**src/rtl/noc_pkg.sv**
```systemverilog
// Shared constants for the buffered 5-port XY mesh router: port indices,
// destination field layout and the round-robin pointer helper.
package noc_pkg;
    localparam int NUM_PORTS = 5;
    localparam int PORT_N    = 0;
    localparam int PORT_E    = 1;
    localparam int PORT_S    = 2;
    localparam int PORT_W    = 3;
    localparam int PORT_PE   = 4;

    localparam int DEST_W = 4;
    localparam int DX_HI  = 3;
    localparam int DX_LO  = 2;
    localparam int DY_HI  = 1;
    localparam int DY_LO  = 0;

    localparam logic [1:0] COORD_INVALID = 2'd3;

    typedef logic [2:0] port_idx_t;

    function automatic port_idx_t rr_next(input port_idx_t i);
        return (i == port_idx_t'(NUM_PORTS - 1)) ? port_idx_t'(0) : i + port_idx_t'(1);
    endfunction
endpackage

```
**src/rtl/noc_fifo.sv**
```systemverilog
// Per-input flit FIFO; push is ignored when full and pop when empty.
// Power-of-two depth so the pointers wrap without compare logic.
module noc_fifo #(
    parameter int DATA_W     = 32,
    parameter int FIFO_DEPTH = 4
) (
    input  logic              clk,
    input  logic              reset,
    input  logic              push,
    input  logic [DATA_W-1:0] wdata,
    input  logic              pop,
    output logic              full,
    output logic              empty,
    output logic [DATA_W-1:0] head
);
    localparam int AW = (FIFO_DEPTH > 1) ? $clog2(FIFO_DEPTH) : 1;

    logic [DATA_W-1:0] mem_q [FIFO_DEPTH];
    logic [AW-1:0]     wr_ptr_q, wr_ptr_d;
    logic [AW-1:0]     rd_ptr_q, rd_ptr_d;
    logic [AW:0]       count_q, count_d;
    logic              do_push, do_pop;

    assign full    = (count_q == (AW+1)'(FIFO_DEPTH));
    assign empty   = (count_q == '0);
    assign head    = mem_q[rd_ptr_q];
    assign do_push = push & ~full;
    assign do_pop  = pop & ~empty;

    always_comb begin
        wr_ptr_d = do_push ? wr_ptr_q + AW'(1) : wr_ptr_q;
        rd_ptr_d = do_pop  ? rd_ptr_q + AW'(1) : rd_ptr_q;
        count_d  = count_q;
        case ({do_push, do_pop})
            2'b10:   count_d = count_q + (AW+1)'(1);
            2'b01:   count_d = count_q - (AW+1)'(1);
            default: count_d = count_q;
        endcase
    end

    always_ff @(posedge clk or posedge reset) begin
        if (reset) begin
            wr_ptr_q <= '0;
            rd_ptr_q <= '0;
            count_q  <= '0;
        end else begin
            wr_ptr_q <= wr_ptr_d;
            rd_ptr_q <= rd_ptr_d;
            count_q  <= count_d;
        end
    end

    // Storage needs no reset: the pointers alone define what is valid.
    always_ff @(posedge clk) begin
        if (do_push) mem_q[wr_ptr_q] <= wdata;
    end
endmodule

```
**src/rtl/noc_router_buf.sv**
```systemverilog
// Input-buffered 5-port XY router: per-input FIFOs, XY route compute on the
// FIFO heads, per-output round-robin arbiters feeding one output register.
// Handshake: a transfer happens on a rising edge where valid and ready are both high;
// valid/data hold until then, and ready never depends on valid in the same cycle.
module noc_router_buf
    import noc_pkg::*;
#(
    parameter logic [3:0] ADDRESS    = 4'b0000,
    parameter int         DATA_W     = 32,
    parameter int         FIFO_DEPTH = 4
) (
    input  logic                          clk,
    input  logic                          reset,
    input  logic                          enable,
    input  logic [NUM_PORTS-1:0]          in_valid,
    input  logic [NUM_PORTS*DATA_W-1:0]   in_data,
    output logic [NUM_PORTS-1:0]          in_ready,
    output logic [NUM_PORTS-1:0]          out_valid,
    output logic [NUM_PORTS*DATA_W-1:0]   out_data,
    input  logic [NUM_PORTS-1:0]          out_ready,
    output logic [NUM_PORTS-1:0]          error
);
    localparam logic [1:0] MY_X = ADDRESS[DX_HI:DX_LO];
    localparam logic [1:0] MY_Y = ADDRESS[DY_HI:DY_LO];

    logic [NUM_PORTS-1:0]                 fifo_full, fifo_empty, fifo_pop, head_bad;
    logic [NUM_PORTS-1:0][DATA_W-1:0]     head_data;
    logic [NUM_PORTS-1:0][NUM_PORTS-1:0]  req;    // req[out][in]
    logic [NUM_PORTS-1:0][NUM_PORTS-1:0]  gnt_t;  // gnt_t[in][out]

    assign in_ready = {NUM_PORTS{enable & ~reset}} & ~fifo_full;
    assign error    = {NUM_PORTS{enable}} & head_bad;

    for (genvar p = 0; p < NUM_PORTS; p++) begin : g_in
        logic [DATA_W-1:0]    head;
        logic [DEST_W-1:0]    dest;
        logic [1:0]           dx, dy;
        logic [NUM_PORTS-1:0] route_l;
        logic                 bad;

        noc_fifo #(.DATA_W(DATA_W), .FIFO_DEPTH(FIFO_DEPTH)) u_fifo (
            .clk   (clk),
            .reset (reset),
            .push  (in_valid[p] & in_ready[p]),
            .wdata (in_data[p*DATA_W +: DATA_W]),
            .pop   (fifo_pop[p]),
            .full  (fifo_full[p]),
            .empty (fifo_empty[p]),
            .head  (head)
        );

        assign dest = head[DATA_W-1 -: DEST_W];
        assign dx   = dest[DX_HI:DX_LO];
        assign dy   = dest[DY_HI:DY_LO];

        always_comb begin
            route_l = '0;
            bad     = 1'b0;
            if (dx == COORD_INVALID || dy == COORD_INVALID) bad = 1'b1;
            else if (dx > MY_X) route_l[PORT_E]  = 1'b1;
            else if (dx < MY_X) route_l[PORT_W]  = 1'b1;
            else if (dy > MY_Y) route_l[PORT_N]  = 1'b1;
            else if (dy < MY_Y) route_l[PORT_S]  = 1'b1;
            else                route_l[PORT_PE] = 1'b1;
        end

        assign head_data[p] = head;
        assign head_bad[p]  = ~fifo_empty[p] & bad;
        // A dropped invalid head never requests, so it costs no arbitration slot.
        assign fifo_pop[p]  = enable & (head_bad[p] | (|gnt_t[p]));

        for (genvar o = 0; o < NUM_PORTS; o++) begin : g_req
            assign req[o][p] = ~fifo_empty[p] & route_l[o];
        end
    end

    for (genvar o = 0; o < NUM_PORTS; o++) begin : g_out
        port_idx_t            ptr_q, ptr_d, win;
        logic                 found, can_load;
        logic [NUM_PORTS-1:0] gnt_l;
        logic                 valid_q, valid_d;
        logic [DATA_W-1:0]    data_q, data_d;
        int                   idx;

        assign can_load = enable & (~valid_q | out_ready[o]);

        always_comb begin
            found = 1'b0;
            win   = '0;
            idx   = 0;
            gnt_l = '0;
            for (int k = 0; k < NUM_PORTS; k++) begin
                idx = int'(ptr_q) + k;
                if (idx >= NUM_PORTS) idx = idx - NUM_PORTS;
                if (!found && req[o][idx]) begin
                    found = 1'b1;
                    win   = port_idx_t'(idx);
                end
            end
            if (can_load && found) gnt_l[win] = 1'b1;
        end

        always_comb begin
            ptr_d   = (can_load && found) ? rr_next(win) : ptr_q;
            valid_d = valid_q;
            data_d  = data_q;
            if (can_load && found) begin
                valid_d = 1'b1;
                data_d  = head_data[win];
            end else if (enable && out_ready[o]) begin
                valid_d = 1'b0;
            end
        end

        always_ff @(posedge clk or posedge reset) begin
            if (reset) begin
                ptr_q   <= '0;
                valid_q <= 1'b0;
                data_q  <= '0;
            end else begin
                ptr_q   <= ptr_d;
                valid_q <= valid_d;
                data_q  <= data_d;
            end
        end

        assign out_valid[o]                  = valid_q;
        assign out_data[o*DATA_W +: DATA_W]  = data_q;

        for (genvar p = 0; p < NUM_PORTS; p++) begin : g_gnt
            assign gnt_t[p][o] = gnt_l[p];
        end
    end
endmodule

```
**config.mk**
```make
export PLATFORM = sky130hd
export DESIGN_NAME = noc_router_buf
export DESIGN_NICKNAME = d
export VERILOG_FILES = /design/src/rtl/noc_pkg.sv /design/src/rtl/noc_fifo.sv /design/src/rtl/noc_router_buf.sv
export SDC_FILE = /design/constraint.sdc
export NUM_CORES = 1
export LEC_CHECK = 0
export BUFFER_PORTS_ARGS = -buffer_cell sky130_fd_sc_hd__buf_2
export CORE_MARGIN = 2
export CORE_UTILIZATION = 50
export DETAILED_ROUTE_END_ITERATION = 8
export HOLD_SLACK_MARGIN = 0.12
export PLACE_DENSITY = 0.69
export SETUP_SLACK_MARGIN = 0.1
export SLEW_MARGIN = 20
export SYNTH_ARGS = -nofsm -noshare
export SYNTH_HDL_FRONTEND = slang
export SYNTH_SLANG_ARGS = --single-unit
```
**constraint.sdc**
```tcl
create_clock -name clk -period 6.5 [get_ports clk]
set_clock_uncertainty 0.1 [all_clocks]
set_input_delay 1.3 -clock clk [delete_from_list [all_inputs] [get_ports clk]]
set_output_delay 1.3 -clock clk [all_outputs]
set_load 0.01 [all_outputs]
```
=== After elaboration in Yosys (flattened, before gate mapping) ===
Memory sizes are Yosys's and may differ from the RTL's.
Cells that the tools add are included.

* Input port bits: 173
* Memories: 5
* Register bits after elaboration: 215
* RAM bits: 640
* Logic and storage cells: 655
* Output and inout bits: 175

* Mux-type cells: 275
* Equal/unequal tests: 30
* Add/sub/neg operators: 70
* Reduce and logical (&&, ||, !) cells: 80
* Bitwise operators: 85
* Magnitude comparators: 80

{| class="wikitable"
|+ Memory list
! name !! depth !! width !! read ports !! clocked after Yosys merged registers in !! write ports !! line !! text
|-
| g_in[0].u_fifo.mem_q || 4 || 32 || 1 || 0 || 1 || noc_fifo.sv:18 || <nowiki>logic [DATA_W-1:0] mem_q [FIFO_DEPTH];</nowiki>
|-
| g_in[1].u_fifo.mem_q || 4 || 32 || 1 || 0 || 1 || noc_fifo.sv:18 ||
|-
| g_in[2].u_fifo.mem_q || 4 || 32 || 1 || 0 || 1 || noc_fifo.sv:18 ||
|-
| g_in[3].u_fifo.mem_q || 4 || 32 || 1 || 0 || 1 || noc_fifo.sv:18 ||
|-
| g_in[4].u_fifo.mem_q || 4 || 32 || 1 || 0 || 1 || noc_fifo.sv:18 ||
|}

{| class="wikitable"
|+ Operators with widths
! cell !! count
|-
| $mux 32 || 30
|-
| $lt 32x5->1 const B || 25
|-
| $bmux 32 s3 || 5
|-
| $mux 1 || 160
|-
| $mux 3 || 35
|-
| $sub 4x3->5 const B || 20
|-
| $ge 4x3->1 const B || 20
|-
| $bmux 1 s3 || 25
|-
| $and 1x1->1 || 56
|-
| $mux 5 || 10
|-
| $add 3x2->4 const B || 10
|-
| $logic_and 1x1->1 || 35
|-
| $add 3x1->3 const B || 10
|-
| $eq 2x2->1 const B || 15
|-
| $eq 3x3->1 const B || 10
|-
| $pmux 3 s2 || 5
|-
| $reduce_or 5->1 || 5
|-
| $add 2x1->2 const B || 10
|-
| $add 3x1->4 const B || 5
|-
| $add 3x3->4 const B || 5
|-
| $gt 2x1->1 const B || 10
|-
| $logic_not 1->1 || 20
|-
| $lt 2x1->1 const B || 10
|-
| $lt 3x4->1 const B || 5
|-
| other kinds (13) || 79
|}

=== Longest topological paths before layout ===
An unclocked memory read counts as a cell.

* Depth after elaboration: 35
* Depth in mapped cells: 26
* Mapped depth without buffers: 23

=== By module ===
From an unflattened synthesis, not the netlist that was laid out.

* Cell total of the unflattened synthesis: 2,403
* Area, all modules: 36,920.4 um^2

{| class="wikitable"
|+ By module, submodules not included
! module !! cells each !! instances !! seq. area each (um^2) !! area an instance (um^2)
|-
| noc_fifo || 206 || 5 || 4,018.9 || 5,094.9
|-
| noc_router_buf || 1,373 || 1 || 2,702.6 || 11,446.0
|}

=== Worst setup path after synthesis ===
No wires, ideal clock.

* Path type: input port to flip-flop
* From: input reset
* To: memory g_in[0].u_fifo.mem_q[0][0], enable pin
* Library setup time: 0.392 ns
* Arrival time: 6.248 ns
* Required time: 6.008 ns
* Path buffers: 0
* Stages on the path: 4
* Setup slack: -0.240 ns
* Path through: inv_1 -> nand2_1 -> a31oi_1 -> and3_1

* Cells in the longest elaborated chain, start to end: 7

{| class="wikitable"
|+ Ends and longest elaborated chain
! element !! line !! text
|-
| start, declared || noc_router_buf.sv:13 || <nowiki>input logic reset,</nowiki>
|-
| $not 1->1 || noc_router_buf.sv:31 || <nowiki>assign in_ready = {NUM_PORTS{enable & ~reset}} & ~fifo_full;</nowiki>
|-
| $and 1x1->1 || noc_router_buf.sv:31 ||
|-
| $and 5x5->5 || noc_router_buf.sv:31 ||
|-
| net in_ready[0] || noc_router_buf.sv:17 || <nowiki>output logic [NUM_PORTS-1:0] in_ready,</nowiki>
|-
| $and 1x1->1 || noc_router_buf.sv:44 || <nowiki>.push (in_valid[p] & in_ready[p]),</nowiki>
|-
| $and 1x1->1 || noc_fifo.sv:27 || <nowiki>assign do_push = push & ~full;</nowiki>
|-
| $mux 1 || noc_fifo.sv:55 || <nowiki>if (do_push) mem_q[wr_ptr_q] <= wdata;</nowiki>
|-
| $mux 1 (implied by the code) || noc_fifo.sv:55 ||
|-
| end, declared || noc_fifo.sv:18 ||
|}

The timed path passes the listed nets, and every way through them passes these cells.

=== Worst setup path after layout ===
* From: register g_out[0].ptr_q[1]
* To: register g_in[0].u_fifo.count_q[2]

* Cells in the longest elaborated chain, start to end: 29
* Elaborated cells on any way between the ends: 67
* Classes of those cells: add/sub: 9; order compare: 7; eq/ne: 2; mux: 34; bitwise: 3; reduce/logical: 12

{| class="wikitable"
|+ Ends and longest elaborated chain
! element !! line !! text
|-
| start, declared || noc_router_buf.sv:78 || <nowiki>port_idx_t ptr_q, ptr_d, win;</nowiki>
|-
| start signal, assigned || noc_router_buf.sv:121 || <nowiki>ptr_q <= ptr_d;</nowiki>
|-
| branches (longest 22 deep; another with $sub 4x3->5) || n/a ||
|-
| $mux 5 * || noc_router_buf.sv:100 || <nowiki>if (can_load && found) gnt_l[win] = 1'b1;</nowiki>
|-
| $reduce_or 5->1 * || noc_router_buf.sv:70 || <nowiki>assign fifo_pop[p] = enable & (head_bad[p] | (|gnt_t[p]));</nowiki>
|-
| $or 1x1->1 * || noc_router_buf.sv:70 ||
|-
| $and 1x1->1 * || noc_router_buf.sv:70 ||
|-
| $and 1x1->1 * || noc_fifo.sv:28 || <nowiki>assign do_pop = pop & ~empty;</nowiki>
|-
| net g_in[0].u_fifo.do_pop || noc_fifo.sv:22 || <nowiki>logic do_push, do_pop;</nowiki>
|-
| $eq 2x1->1 / $eq 2x2->1 (equally long branches) || noc_fifo.sv:34 || <nowiki>case ({do_push, do_pop})</nowiki>
|-
| $pmux 3 s2 / $reduce_bool 2->1 (equally long branches) || n/a ||
|-
| end signal, assigned || noc_fifo.sv:49 || <nowiki>count_q <= count_d;</nowiki>
|-
| end, declared || noc_fifo.sv:21 || <nowiki>logic [AW:0] count_q, count_d;</nowiki>
|}

Mark *: on every way through the listed nets, which the timed path passes. The select of a mux whose other input is x is not followed.
A chain may end at the register's enable or synchronous reset.

==> impl_metrics.env <==
export IMPL_num_rows=99
export IMPL_first_iter_violations=2561
export IMPL_tns_ns=0
export IMPL_hold_ws_ns=0.380
export IMPL_r2r_start="g_out[0].ptr_q[1]"
export IMPL_yosysMostFrequentCell="edfxtp_1"
export IMPL_crit_path_max_incr_delay_ns=0.61
export IMPL_cts_hold_buf=0
export IMPL_ys_ff_latch=783
export IMPL_yosysTopAreaCell="edfxtp_1"
export IMPL_fin_util_pct=57.5
export IMPL_start_kind="register"
export IMPL_cts_sinks=783
export IMPL_synth_distinct_cells=99
export IMPL_die_height_um=276
export IMPL_grt_pass1_vias=23300
export IMPL_die_w_um=276
export IMPL_ff2ff_path_depth=18
export IMPL_cts_resized=0
export IMPL_r2r_end="g_in[0].u_fifo.count_q[2]"
export IMPL_path_cells="inv_1 > ha_1 > a211oi_1 > nand2_1 > mux2i_1 > nor4_1 > a311o_1 > or3_4 > nor2_1 > a31oi_4 > nor3_1 > o211a_1 > ha_1 > inv_1 > fa_1 > xor2_1 > nor2_1 > xor2_1"
export IMPL_io_pins=348
export IMPL_place_congestion=0.928
export IMPL_wire_per_inst_um=27.8
export IMPL_rsz0062_at_grt="false"
export IMPL_dp_hpwl_um=73600
export IMPL_final_nets=3024
export IMPL_period_needed_ns=6.19
export IMPL_cts_tree="yes"
export IMPL_crit_path_max_fanout=11
export IMPL_worstSetupEndpointType="register"
export IMPL_finalHoldViolCount=0
export IMPL_fmax_mhz=162
export IMPL_antenna_found_initial=21
export IMPL_cts_max_level=3
export IMPL_cts_root_buffer_cell="clkbuf_16"
export IMPL_wirelength_um=106000
export IMPL_yosysSeqAreaShare_pct=61.8
export IMPL_final_antenna_net_count=0
export IMPL_hold_path_class="register to register"
export IMPL_core_area_sq_mm=0.0730
export IMPL_placement_io_buffers=279
export IMPL_synth_common_cells="640 x edfxtp_1, 164 x mux4_2, 143 x dfrtp_1"
export IMPL_period_share_pct=95.2
export IMPL_layout_drive_gt1_share_pct=27.6
export IMPL_drv_slew=0
export IMPL_startpoint="g_out[0].ptr_q[1]"
export IMPL_setup_viol=0
export IMPL_ys_warn_count=0
export IMPL_relSlewSlack_pct=27.8
export IMPL_track_usage_pct=27.7
export IMPL_multiInputGateArea_sq_mm=0.0130
export IMPL_slowest_stage="nor3_1"
export IMPL_syn_inst=2498
export IMPL_syn_cell_area_sq_mm=0.0369
export IMPL_seqCellArea_sq_mm=0.0228
export IMPL_fillers=5593
export IMPL_dieArea_sq_mm=0.0759
export IMPL_hp_start="g_out[4].data_q[4]"
export IMPL_cts_clk_slew_worst_paths_ns=0.06
export IMPL_endpoint="g_in[0].u_fifo.count_q[2]"
export IMPL_vias_per_cell=6.20
export IMPL_drc_errors=0
export IMPL_yosys_area_top_type_share_pct=52.1
export IMPL_vias=23700
export IMPL_clock_path_buffers=3
export IMPL_area_growth_pct=13.9
export IMPL_worstPathRequired_ns=6.93
export IMPL_clk_latency_ns=0.64
export IMPL_start_util_pct=50.5
export IMPL_dp_slack_ns=0.494
export IMPL_synth_area_leaders="edfxtp_1 52%, mux4_2 10%, dfrtp_1 9.7%"
export IMPL_crit_arrival_ns=6.62
export IMPL_status="finished, final reports clean"
export IMPL_cap_violations=0
export IMPL_r2r_slack_ns=0.31
export IMPL_ys_flop_type="edfxtp_1"
export IMPL_async_reset_ff_share_pct=18.3
export IMPL_worst_pin_slew_ns=1.08
export IMPL_path_class="register to register"
export IMPL_grt_max_degree=86
export IMPL_synth_area_per_cell_sq_um=14.8
export IMPL_setup_slack_ns=0.310
export IMPL_cts_buffers=81
export IMPL_grt_pass1_wl_um=153000
export IMPL_overflow=0
export IMPL_synth_edff_count=640
export IMPL_firstDrtPassIters=8
export IMPL_post_cts_buffers=0
-- layout by cell type (no fill, tap or decap), types with 26 or more instances in the layout --
master	n
edfxtp_1	640
a211oi_1	40
buf_2	279
xor2_1	26
dfrtp_1	138
a31oi_1	38
and3_1	26
conb_1	66
nand3_1	33
mux2_4	26
clkbuf_16	82
nand2_1	138
inv_1	76
o21ai_0	57
o21ai_1	30
nor3_1	34
nor2_1	123
mux2_2	67
a22oi_1	70
mux2i_1	61
xnor2_1	26
mux4_2	164
buf_4	58
ha_1	67
a21oi_1	121
-- worst min-delay path by stage --
stage / end / slack, ns / depth (start not counted)
6_report: g_out[4].data_q[4] / 0.38 / 2
5_1_grt: g_out[4].data_q[4] / 0.39 / 2
4_1_cts: g_out[4].data_q[4] / 0.38 / 2
3_5_place_dp: g_out[4].data_q[29] / 0.37 / 1
3_3_place_gp: g_out[4].data_q[28] / 0.36 / 1
2_1_floorplan: g_in[3].u_fifo.count_q[2] / 0.36 / 1
-- cells by family (layout without fill, tap and decap cells) --
group,count (synthesis),in the layout,share of synthesized area (%)
buffers and inverters,286,571,3.87
adders and majority gates,72,72,2.54
other,1,81,0.0102
muxes,320,320,14.8
and+or+nand+nor,470,470,6.27
xor gates and xnor gates,54,54,1.32
AOI/OAI and AO/OA,512,512,9.31
DFF,783,783,61.8
-- final cells by class --
cell class | instances | area share [%]
Sequential cell | 783 | 54.3
Multi-Input combinational cell | 1494 | 30.8
Clock buffer | 102 | 5.19
Timing Repair Buffer | 337 | 4.36
Tap cell | 959 | 2.86
Clock inverter | 50 | 1.60
Inverter | 82 | 0.742
Antenna cell | 15 | 0.0894
-- critical path: cells and delay by family, from the launching register on --
family,cells,cell delay [ns]
and+or+nand+nor,6,1.94
AOI/OAI and AO/OA,4,1.44
adders and majority gates,3,0.99
DFF,1,0.57
xor gates and xnor gates,2,0.36
muxes,1,0.35
buffers and inverters,2,0.33
-- metrics by stage --
| step | cells | instance area (sq um) |
|---|---|---|
| after CTS | 3807 | 41900 |
| after detailed placement | 3655 | 39100 |
| final | 3822 | 42000 |
| after global routing | 3813 | 42000 |
| after floorplan | 2563 | 37100 |
| after global placement | 3655 | 39100 |
-- per-layer routing --
layer	vias to the layer above	wire (um)	track usage, %
met1	12100	38900	34.4
met4	14	5580	14.0
met2	1183	53200	46.6
li1	10200	-	-
met3	261	8340	5.10
met5	-	89	0
-- flip-flops by register name, indices dropped and copies added (netlist names) --
| signal | cells |
|---|---|
| g_in.u_fifo.mem_q | 640 |
| g_out.ptr_q | 9 |
| g_out.valid_q | 3 |
| g_in.u_fifo.wr_ptr_q | 10 |
| g_in.u_fifo.count_q | 15 |
| g_in.u_fifo.rd_ptr_q | 10 |
| g_out.data_q | 96 |
Power is not shown: default switching activity piles up to over one toggle a cycle in this logic, so the estimate is an artifact.
